$ cat config.mk
export PLATFORM = sky130hd
export DESIGN_NAME = mem_bus_master_flat
export DESIGN_NICKNAME = d
export VERILOG_FILES = /design/src/rtl/mem_bus_master_pkg.sv /design/src/rtl/mem_bus_master_if.sv /design/src/rtl/mem_bus_master_load_align.sv /design/src/rtl/mem_bus_master.sv /design/src/flat_wrapper.sv
export SDC_FILE = /design/constraint.sdc
export NUM_CORES = 1
export LEC_CHECK = 0
export CELL_PAD_IN_SITES_DETAIL_PLACEMENT = 2
export CELL_PAD_IN_SITES_GLOBAL_PLACEMENT = 2
export CORE_ASPECT_RATIO = 2
export CORE_MARGIN = 2
export CORE_UTILIZATION = 27
export CTS_BUF_LIST = sky130_fd_sc_hd__clkbuf_8 sky130_fd_sc_hd__clkbuf_16
export DETAILED_ROUTE_END_ITERATION = 10
export GPL_TIMING_DRIVEN = 1
export PLACE_DENSITY = 0.88
export SETUP_SLACK_MARGIN = 0.3
export SYNTH_ARGS = -nofsm -noshare
export SYNTH_HDL_FRONTEND = slang
export SYNTH_SLANG_ARGS = --single-unit
$ cat constraint.sdc
create_clock -name clk -period 5.9 [get_ports clk]
set_input_delay 1.18 -clock clk [delete_from_list [all_inputs] [get_ports clk]]
set_output_delay 1.18 -clock clk [all_outputs]
set_load 0.005 [all_outputs]
$ cat src/rtl/mem_bus_master_pkg.sv
// rtl/mem_bus_master_pkg.sv - funct3 codes, FSM encodings and lane helpers for the MEM-stage bus master
package mem_bus_master_pkg;

    localparam logic [2:0] F3_LB  = 3'b000;
    localparam logic [2:0] F3_LH  = 3'b001;
    localparam logic [2:0] F3_LW  = 3'b010;
    localparam logic [2:0] F3_LBU = 3'b100;
    localparam logic [2:0] F3_LHU = 3'b101;
    localparam logic [2:0] F3_SB  = 3'b000;
    localparam logic [2:0] F3_SH  = 3'b001;
    localparam logic [2:0] F3_SW  = 3'b010;

    localparam logic [0:0] ST_IDLE = 1'b0;
    localparam logic [0:0] ST_REQ  = 1'b1;

    localparam int BE_W            = 4;
    localparam int TIMEOUT_DEFAULT = 255;

    function automatic logic f3_legal(input logic load, input logic [2:0] f3);
        if (load)
            return f3 inside {F3_LB, F3_LH, F3_LW, F3_LBU, F3_LHU};
        return f3 inside {F3_SB, F3_SH, F3_SW};
    endfunction

    // funct3[1:0] encodes the access size for both loads and stores
    function automatic logic f3_misaligned(input logic [2:0] f3, input logic [1:0] a);
        case (f3[1:0])
            2'b01:   return a[0];
            2'b10:   return a != 2'b00;
            default: return 1'b0;
        endcase
    endfunction

    function automatic logic [BE_W-1:0] byte_enables(input logic load, input logic [2:0] f3,
                                                     input logic [1:0] a);
        if (load)
            return 4'b1111;
        case (f3[1:0])
            2'b00:   return 4'b0001 << a;
            2'b01:   return 4'b0011 << a;
            default: return 4'b1111;
        endcase
    endfunction

    function automatic logic [31:0] store_lanes(input logic [2:0] f3, input logic [31:0] d);
        case (f3[1:0])
            2'b00:   return {4{d[7:0]}};
            2'b01:   return {2{d[15:0]}};
            default: return d;
        endcase
    endfunction

endpackage

$ cat src/rtl/mem_bus_master_if.sv
// rtl/mem_bus_master_if.sv - single-outstanding req/ack data bus between MEM stage and memory
interface mem_bus_master_if #(
    parameter int ADDR_W = 32,
    parameter int DATA_W = 32
);
    logic              req;
    logic              we;
    logic [ADDR_W-3:0] addr;
    logic [3:0]        be;
    logic [DATA_W-1:0] wdata;
    logic              ack;
    logic [DATA_W-1:0] rdata;

    modport master (output req, we, addr, be, wdata, input ack, rdata);
    modport slave  (input req, we, addr, be, wdata, output ack, rdata);
endinterface

$ cat src/rtl/mem_bus_master_load_align.sv
// rtl/mem_bus_master_load_align.sv - selects the addressed lane of a read word and sign/zero-extends it
module mem_bus_master_load_align
    import mem_bus_master_pkg::*;
(
    input  logic [31:0] rdata,
    input  logic [2:0]  funct3,
    input  logic [1:0]  addr_lo,
    output logic [31:0] data
);
    logic [31:0] lane;

    always_comb begin
        lane = rdata >> {addr_lo, 3'b000};
        case (funct3)
            F3_LB:   data = {{24{lane[7]}}, lane[7:0]};
            F3_LH:   data = {{16{lane[15]}}, lane[15:0]};
            F3_LW:   data = rdata;
            F3_LBU:  data = {24'd0, lane[7:0]};
            F3_LHU:  data = {16'd0, lane[15:0]};
            default: data = '0;
        endcase
    end
endmodule

$ cat src/rtl/mem_bus_master.sv
// rtl/mem_bus_master.sv - MEM-stage load/store engine driving a req/ack data bus with fault detection
module mem_bus_master
    import mem_bus_master_pkg::*;
#(
    parameter int ADDR_W  = 32,
    parameter int DATA_W  = 32,
    parameter int TIMEOUT = TIMEOUT_DEFAULT
) (
    input  logic              clk,
    input  logic              reset,
    input  logic              ex_en,
    input  logic              ex_load,
    input  logic              ex_store,
    input  logic [2:0]        ex_funct3,
    input  logic [ADDR_W-1:0] ex_alu_out,
    input  logic [DATA_W-1:0] ex_store_data,
    output logic              mem_busy,
    output logic [DATA_W-1:0] mem_data_to_gpr,
    output logic              misalign_exc,
    output logic              access_fault,
    output logic [ADDR_W-1:0] fault_addr,
    mem_bus_master_if.master  bus
);
    localparam logic [7:0] CNT_LAST = 8'(TIMEOUT - 1);

    logic [0:0]  state;
    logic [7:0]  cnt;
    logic [2:0]  funct3_q;
    logic [1:0]  addr_lo_q;

    logic        req_valid;
    logic        legal;
    logic        misaligned;
    logic        in_idle;
    logic        accept;
    logic        reject_illegal;
    logic        reject_misalign;
    logic        timeout_hit;
    logic        load_ack;
    logic [31:0] aligned;

    assign req_valid  = ex_en && (ex_load || ex_store);
    assign legal      = f3_legal(ex_load, ex_funct3);
    assign misaligned = f3_misaligned(ex_funct3, ex_alu_out[1:0]);
    assign in_idle    = (state == ST_IDLE);

    assign reject_illegal  = in_idle && req_valid && !legal;
    assign reject_misalign = in_idle && req_valid && legal && misaligned;
    assign accept          = in_idle && req_valid && legal && !misaligned;

    // An ack landing on the last allowed cycle completes the access instead of faulting
    assign timeout_hit = (state == ST_REQ) && !bus.ack && (cnt == CNT_LAST);
    assign load_ack    = (state == ST_REQ) && bus.ack && !bus.we;

    mem_bus_master_load_align u_load_align (
        .rdata   (bus.rdata),
        .funct3  (funct3_q),
        .addr_lo (addr_lo_q),
        .data    (aligned)
    );

    assign mem_busy        = in_idle ? accept : (!bus.ack && !timeout_hit);
    assign mem_data_to_gpr = load_ack ? aligned : '0;
    assign misalign_exc    = reject_misalign;
    assign access_fault    = reject_illegal || timeout_hit;

    always_ff @(posedge clk or negedge reset) begin
        if (!reset) begin
            state      <= ST_IDLE;
            cnt        <= '0;
            funct3_q   <= '0;
            addr_lo_q  <= '0;
            fault_addr <= '0;
            bus.req    <= 1'b0;
            bus.we     <= 1'b0;
            bus.addr   <= '0;
            bus.be     <= '0;
            bus.wdata  <= '0;
        end else begin
            case (state)
                ST_IDLE: begin
                    if (reject_illegal || reject_misalign)
                        fault_addr <= ex_alu_out;
                    if (accept) begin
                        bus.req   <= 1'b1;
                        bus.we    <= !ex_load;
                        bus.addr  <= ex_alu_out[ADDR_W-1:2];
                        bus.be    <= byte_enables(ex_load, ex_funct3, ex_alu_out[1:0]);
                        bus.wdata <= store_lanes(ex_funct3, ex_store_data);
                        funct3_q  <= ex_funct3;
                        addr_lo_q <= ex_alu_out[1:0];
                        cnt       <= '0;
                        state     <= ST_REQ;
                    end
                end
                default: begin
                    if (bus.ack) begin
                        bus.req <= 1'b0;
                        state   <= ST_IDLE;
                    end else if (timeout_hit) begin
                        fault_addr <= {bus.addr, addr_lo_q};
                        bus.req    <= 1'b0;
                        state      <= ST_IDLE;
                    end else begin
                        cnt <= cnt + 8'd1;
                    end
                end
            endcase
        end
    end
endmodule

$ cat src/flat_wrapper.sv
// flat-port wrapper written by rule: the top's interface ports become plain ports
module mem_bus_master_flat import mem_bus_master_pkg::*;
#(
    parameter int ADDR_W  = 32,
    parameter int DATA_W  = 32,
    parameter int TIMEOUT = TIMEOUT_DEFAULT
)
  (clk, reset, ex_en, ex_load, ex_store, ex_funct3, ex_alu_out, ex_store_data, mem_busy, mem_data_to_gpr, misalign_exc, access_fault, fault_addr, bus_req, bus_we, bus_addr, bus_be, bus_wdata, bus_ack, bus_rdata);
  mem_bus_master_if #(.ADDR_W(ADDR_W), .DATA_W(DATA_W)) bus_i ();
  input  logic clk;
  input  logic reset;
  input  logic ex_en;
  input  logic ex_load;
  input  logic ex_store;
  input  logic [2:0] ex_funct3;
  input  logic [ADDR_W-1:0] ex_alu_out;
  input  logic [DATA_W-1:0] ex_store_data;
  output logic mem_busy;
  output logic [DATA_W-1:0] mem_data_to_gpr;
  output logic misalign_exc;
  output logic access_fault;
  output logic [ADDR_W-1:0] fault_addr;
  output wire logic [$bits(bus_i.req)-1:0] bus_req;
  output wire logic [$bits(bus_i.we)-1:0] bus_we;
  output wire logic [$bits(bus_i.addr)-1:0] bus_addr;
  output wire logic [$bits(bus_i.be)-1:0] bus_be;
  output wire logic [$bits(bus_i.wdata)-1:0] bus_wdata;
  input wire logic [$bits(bus_i.ack)-1:0] bus_ack;
  input wire logic [$bits(bus_i.rdata)-1:0] bus_rdata;
  assign bus_req = bus_i.req;
  assign bus_we = bus_i.we;
  assign bus_addr = bus_i.addr;
  assign bus_be = bus_i.be;
  assign bus_wdata = bus_i.wdata;
  assign bus_i.ack = bus_ack;
  assign bus_i.rdata = bus_rdata;
  mem_bus_master #(.ADDR_W(ADDR_W), .DATA_W(DATA_W), .TIMEOUT(TIMEOUT)) u_core (.clk(clk), .reset(reset), .ex_en(ex_en), .ex_load(ex_load), .ex_store(ex_store), .ex_funct3(ex_funct3), .ex_alu_out(ex_alu_out), .ex_store_data(ex_store_data), .mem_busy(mem_busy), .mem_data_to_gpr(mem_data_to_gpr), .misalign_exc(misalign_exc), .access_fault(access_fault), .fault_addr(fault_addr), .bus(bus_i));
endmodule
Yosys cells after proc, flatten, opt, wreduce, memory -nomap -nowiden
Index checks and enable logic that the tools add are counted.
{"block": "totals", "ff_bits": 114, "latchBits": 0, "ram_bits": 0, "rom_bits": 0, "input_bits": 105, "wordCells": 91, "mem_count": 0}
{"block": "classes", "n_addsub": 1, "mul": 0, "div_mod_pow": 0, "magnitude_cmp": 0, "eq_ne": 15, "shift": 3, "mux": 29, "n_bitwise": 1, "n_reduce_logical": 32}
{"op": "two-way mux 32 bit", "n": 5}
{"op": "case mux 32 bit (5 select lines)", "n": 1}
{"op": "case mux 32 bit (2 select lines)", "n": 1}
{"op": "two-way mux 8 bit", "n": 4}
{"op": "right shift 32 x 5 -> 16 bit", "n": 1}
{"op": "two-way mux 1 bit", "n": 14}
{"op": "equality test 3 bit, second input constant", "n": 4}
{"op": "logical AND 1 bit", "n": 11}
{"op": "adder 8 x 1 -> 8 bit, second input constant", "n": 1}
{"op": "equality test 8 bit, second input constant", "n": 1}
{"op": "two-way mux 4 bit", "n": 2}
{"op": "case mux 4 bit (2 select lines)", "n": 1}
{"op": "equality test 3 x 1 -> 1 bit, second input constant", "n": 2}
{"op": "equality test 3 x 2 -> 1 bit, second input constant", "n": 2}
{"op": "zero test 1 bit", "n": 6}
{"op": "zero test 3 bit", "n": 2}
{"op": "inequality test 2 bit, second input constant", "n": 3}
{"op": "AND reduction 3 bit", "n": 2}
{"op": "nonzero test 2 bit", "n": 3}
{"op": "nonzero test 5 bit", "n": 1}
{"op": "AND reduction 2 bit", "n": 2}
{"op": "left shift 1 x 2 -> 4 bit, first input constant", "n": 1}
{"op": "left shift 2 x 2 -> 4 bit, first input constant", "n": 1}
{"op": "logical OR 1 bit", "n": 3}
{"op": "7 further kinds", "n": 7}

Depth between registers and ports, before layout
{"block": "depth", "word_depth": 9, "mapped_depth": 11}

Cells and area by module
Synthesis repeated with hierarchy kept, for this count alone.
{"block": "hier_totals", "hier_cells": 568, "hier_area_um2": 6458.7}
{"module": "mem_bus_master", "n_inst": 1, "cells_each": 454, "area_per_inst_um2": 5621.6, "seq_area_each_um2": 2852.7}
{"module": "mem_bus_master_load_align", "n_inst": 1, "cells_each": 114, "area_per_inst_um2": 837.1, "seq_area_each_um2": 0.0}

Worst setup path before layout
OpenSTA, ideal clock, no wires.
{"block": "synth_timing", "kind": "input to output", "start": "in ex_funct3[0]", "end": "out mem_busy", "arrival_ns": 2.410, "required_time_ns": 4.720, "path_slack_ns": 2.310, "stages": 7, "cell_sequence": "inv_1 ha_1 nor3_1 o22ai_1 nand3_1 clkbuf_1 nand2_1"}
{"block": "synth_between", "elab_chain_cells": 7, "word_cells_on_any_way": 16}
{"item": "start: declaration", "line": "flat_wrapper.sv:15", "source": "input logic [2:0] ex_funct3;"}
{"item": "equality test 3 x 1 -> 1 bit (tied with other cells)", "line": "mem_bus_master_pkg.sv:21, mem_bus_master_pkg.sv:22"}
{"item": "nonzero test 5 bit", "line": "mem_bus_master_pkg.sv:21", "source": "return f3 inside {F3_LB, F3_LH, F3_LW, F3_LBU, F3_LHU};"}
{"item": "two-way mux 1 bit", "line": "mem_bus_master_pkg.sv:20", "source": "if (load)"}
{"item": "two-way mux 1 bit", "line": "mem_bus_master_pkg.sv:22", "source": "return f3 inside {F3_SB, F3_SH, F3_SW};"}
{"item": "logical AND 1 bit", "line": "mem_bus_master.sv:49", "source": "assign accept = in_idle && req_valid && legal && !misaligned;"}
{"item": "logical AND 1 bit (*)", "line": "mem_bus_master.sv:49"}
{"item": "two-way mux 1 bit (*)", "line": "mem_bus_master.sv:62", "source": "assign mem_busy = in_idle ? accept : (!bus.ack && !timeout_hit);"}
{"item": "end: declaration", "line": "flat_wrapper.sv:18", "source": "output logic mem_busy;"}
Mark *: on every way between the ends. The rest lies on a longest branch, timed or not. The select of a mux whose other input is x is not followed.

Worst setup path in the final report
{"block": "layout_timing", "start": "in ex_funct3[1]", "end": "out access_fault"}
{"block": "layout_between", "elab_chain_cells": 7, "word_cells_on_any_way": 12}
{"item": "equality test 3 x 1 -> 1 bit (tied with other cells)", "line": "mem_bus_master_pkg.sv:21, mem_bus_master_pkg.sv:22"}
{"item": "nonzero test 5 bit", "line": "mem_bus_master_pkg.sv:21"}
{"item": "two-way mux 1 bit", "line": "mem_bus_master_pkg.sv:20"}
{"item": "two-way mux 1 bit (*)", "line": "mem_bus_master_pkg.sv:22"}
{"item": "zero test 1 bit (*)", "line": "mem_bus_master.sv:47", "source": "assign reject_illegal = in_idle && req_valid && !legal;"}
{"item": "logical AND 1 bit (*)", "line": "mem_bus_master.sv:47"}
{"item": "logical OR 1 bit (*)", "line": "mem_bus_master.sv:65", "source": "assign access_fault = reject_illegal || timeout_hit;"}
{"item": "end: declaration", "line": "flat_wrapper.sv:21", "source": "output logic access_fault;"}
Marks and branches as above.

==> results_dict.tcl <==
set metrics [dict create \
    status "complete, no violations" \
    dr.pass1.iters 4 \
    grt_max_degree 83 \
    holdPathStages 2 \
    startpoint_type "input port" \
    clock_sinks 114 \
    die_h_um 215 \
    synth_ff_type "dfrtp_1" \
    tns_ns 0 \
    tightest_slew_ns 0.936 \
    post-route-period-util_pct 88.3 \
    yosys_warnings 0 \
    cts.path.max_buffers 2 \
    worst-path-stages 7 \
    rsz0062_at_grt "no" \
    synth_cells 693 \
    crit_buf_inv 3 \
    finalHoldViolCount 0 \
    nFillCells 2427 \
    drc 0 \
    die_w_um 110 \
    numPortBuffers 239 \
    drive_above_1_share_pct 7.26 \
    rows 77 \
    cellLeakagePower_nw 3.84 \
    core_area_mm2 0.0220 \
    cp.required_ns 4.72 \
    vdd_ir_drop_max_mv 0.221 \
    syn_area_per_cell_um2 8.68 \
    htreeDepth 4 \
    maxCapViolations 0 \
    path_cells "clkdlybuf4s50_1, inv_1, ha_1, nor2_1, o22ai_1, o22ai_1, clkdlybuf4s50_1" \
    drt-initial-drc-count 293 \
    path_clk_slew_ns 0.05 \
    postCtsHoldBufs 0 \
    grt_pass1_vias 6935 \
    viasPerCell 5.13 \
    crit_path_max_incr_delay_ns 0.68 \
    grt_overflow 0 \
    max_freq_ghz 0.192 \
    setup_viol 0 \
    syn-num-nets 804 \
    grt_pass1_wl_mm 39.4 \
    cp-end-kind "output pin" \
    root_buffer "clkbuf_16" \
    synth_cell_types 49 \
    grt_antenna_before_repair 3 \
    post_cts_buffers 0 \
    ys_seq_area_share_pct 47.4 \
    syn_area_mm2 0.00602 \
    slew_headroom_pct 37.4 \
    synth-async-reset-ratio_pct 100 \
    ant_nets 0 \
    place_congestion 0.802 \
    dp_hpwl_mm 18.9 \
    insertion_delay_ns 0.44 \
    rr_worst_depth 6 \
    synth_edf_count 0 \
    start_util_pct 27.4 \
    skew_ns 0.0102 \
    worst_ep_arrival_time_ns 4.03 \
    cts_resized 0 \
    slowest_stage "nor2_1" \
    vias 6166 \
    powerDensity_mw_per_mm2 379 \
    hp-class "flip-flop to flip-flop" \
    synth-seq-cells 114 \
    cts_tree "built" \
    crit_type "input port to output pin" \
    finalWirelength_mm 25.8 \
    numCtsBuffers 17 \
    grt.total_usage_pct 22.4 \
    syn2layout_area_growth_pct 53.7 \
    place_area_mm2 0.00862 \
    path_max_fanout 18 \
    die-area_mm2 0.0236 \
    ioPinCount 240 \
    wl_per_cell_um 21.4 \
    final_area_mm2 0.00925 \
    fin_crit_ns 5.21 \
    nets 1021 \
    drv_slew 0 \
    cp_top_family "buffers and inverters" \
]
layer usage:
layer  share of wire (%)  track usage [%]  vias up
met5                   0                0        -
met4                 7.2             15.8        0
met3                 4.9             4.55       81
met2                  55             42.0      196
met1                  32             20.4     3079
li1                    -                -     2810
metrics by stage:
step	hold WS, ns	setup slack (ns)	std cells	util (%)	power [mW]
2_1_floorplan	0.470	2.31	693	-	1.67
3_3_place_gp	0.460	0.776	1167	39.3	2.37
3_5_place_dp	0.470	0.701	1167	39.3	2.44
4_1_cts	0.483	0.664	1199	42.1	3.56
5_1_grt	0.512	0.499	1202	42.1	3.71
6_report	0.478	0.688	1202	42.1	3.50
worst min-delay path, stage by stage, from the launching register on:
cell     delay [ns]
dfrtp_1        0.34
nand2_1        0.05
nand2_1        0.05
flip-flops by register name (all words and copies together) (netlist names), 2 cells and up:
register           count
u_core.addr_lo_q       2
u_core.bus.addr       30
u_core.bus.be          4
u_core.bus.wdata      32
u_core.cnt             8
u_core.fault_addr     32
u_core.funct3_q        3
cell families (layout without fill, tap and decap cells):
group / after synthesis / count (layout) / synth area share [%]
compound gates: 174 / 174 / 18.2
xor+xnor: 2 / 2 / 0.291
fa+ha+maj: 6 / 6 / 1.25
buf+inv: 56 / 286 / 4.26
flops: 114 / 114 / 47.4
mux: 48 / 48 / 8.32
other cells: 0 / 3 / 0
simple gates: 293 / 293 / 20.2
area by class of cell:
class | instances | area, µm² | share of cell area (%)
multi-input combinational | 523 | 2930 | 31.7
sequential | 114 | 2850 | 30.9
timing repair buffer | 248 | 2470 | 26.7
clock buffer | 21 | 480 | 5.20
tap | 276 | 345 | 3.73
clock inverter | 11 | 134 | 1.45
inverter | 6 | 22.5 | 0.244
antenna | 3 | 7.51 | 0.0812
Yosys cell counts, drive strengths merged, types with 2 or more instances:
cell     instances  area, µm²
nor3b            2       15.0
buf             22        129
mux2i           41        410
o21a             3       22.5
o21ai           75        375
a221oi           8       70.1
nand2          209        785
nor3             3       15.0
a21o             2       15.0
o22ai            2       12.5
nand3           11       55.1
nand4            2       12.5
nand2b           4       25.0
a22oi            8       60.1
and3             3       18.8
mux2             6       67.6
o2bb2ai          3       26.3
a21oi           39        240
nor2            33        124
nor4             2       12.5
dfrtp          114       2850
clkbuf          28        105
inv              6       22.5
nor2b           18        113
ha               6       75.1
or2              3       18.8
a31oi           10       62.6
a211oi          15        118
final timing paths:
kind | start | end | slack [ns]
max | ex_funct3[1] | access_fault | 0.69
min | u_core.bus.wdata[7]$_DFFE_PN0P_ | u_core.bus.wdata[7]$_DFFE_PN0P_ | 0.48
max reg2reg | u_core.state$_DFF_PN0_ | u_core.bus.addr[5]$_DFFE_PN0P_ | 3.35
min reg2reg | u_core.bus.wdata[7]$_DFFE_PN0P_ | u_core.bus.wdata[7]$_DFFE_PN0P_ | 0.48
max in group asynchronous | reset | u_core.fault_addr[22]$_DFFE_PN0P_ | 4.03
min in group asynchronous | reset | u_core.bus.wdata[7]$_DFFE_PN0P_ | 0.77
layout by cell type (no fill, tap or decap), types with 7 or more instances in the layout:
cell type and n:
nand3_1 10, dfrtp_1 113, buf_4 9, nand2_1 209, mux2i_1 41, nor2_1 33
a31oi_1 10, a221oi_1 8, a22oi_1 8, nor2b_1 18, clkdlybuf4s50_1 238, o21ai_0 75
a211oi_1 14, a21oi_2 9, inv_1 7, clkbuf_16 17, a21oi_1 29
power breakdown:
part / leakage (nW) / total, mW / internal [mW] / switching [mW]
registers: 1.41 / 1.23 / 1.02 / 0.207
clock network: 0.306 / 1.08 / 0.702 / 0.380
logic: 2.13 / 1.20 / 0.647 / 0.549
(Power assumes the default switching activity.)
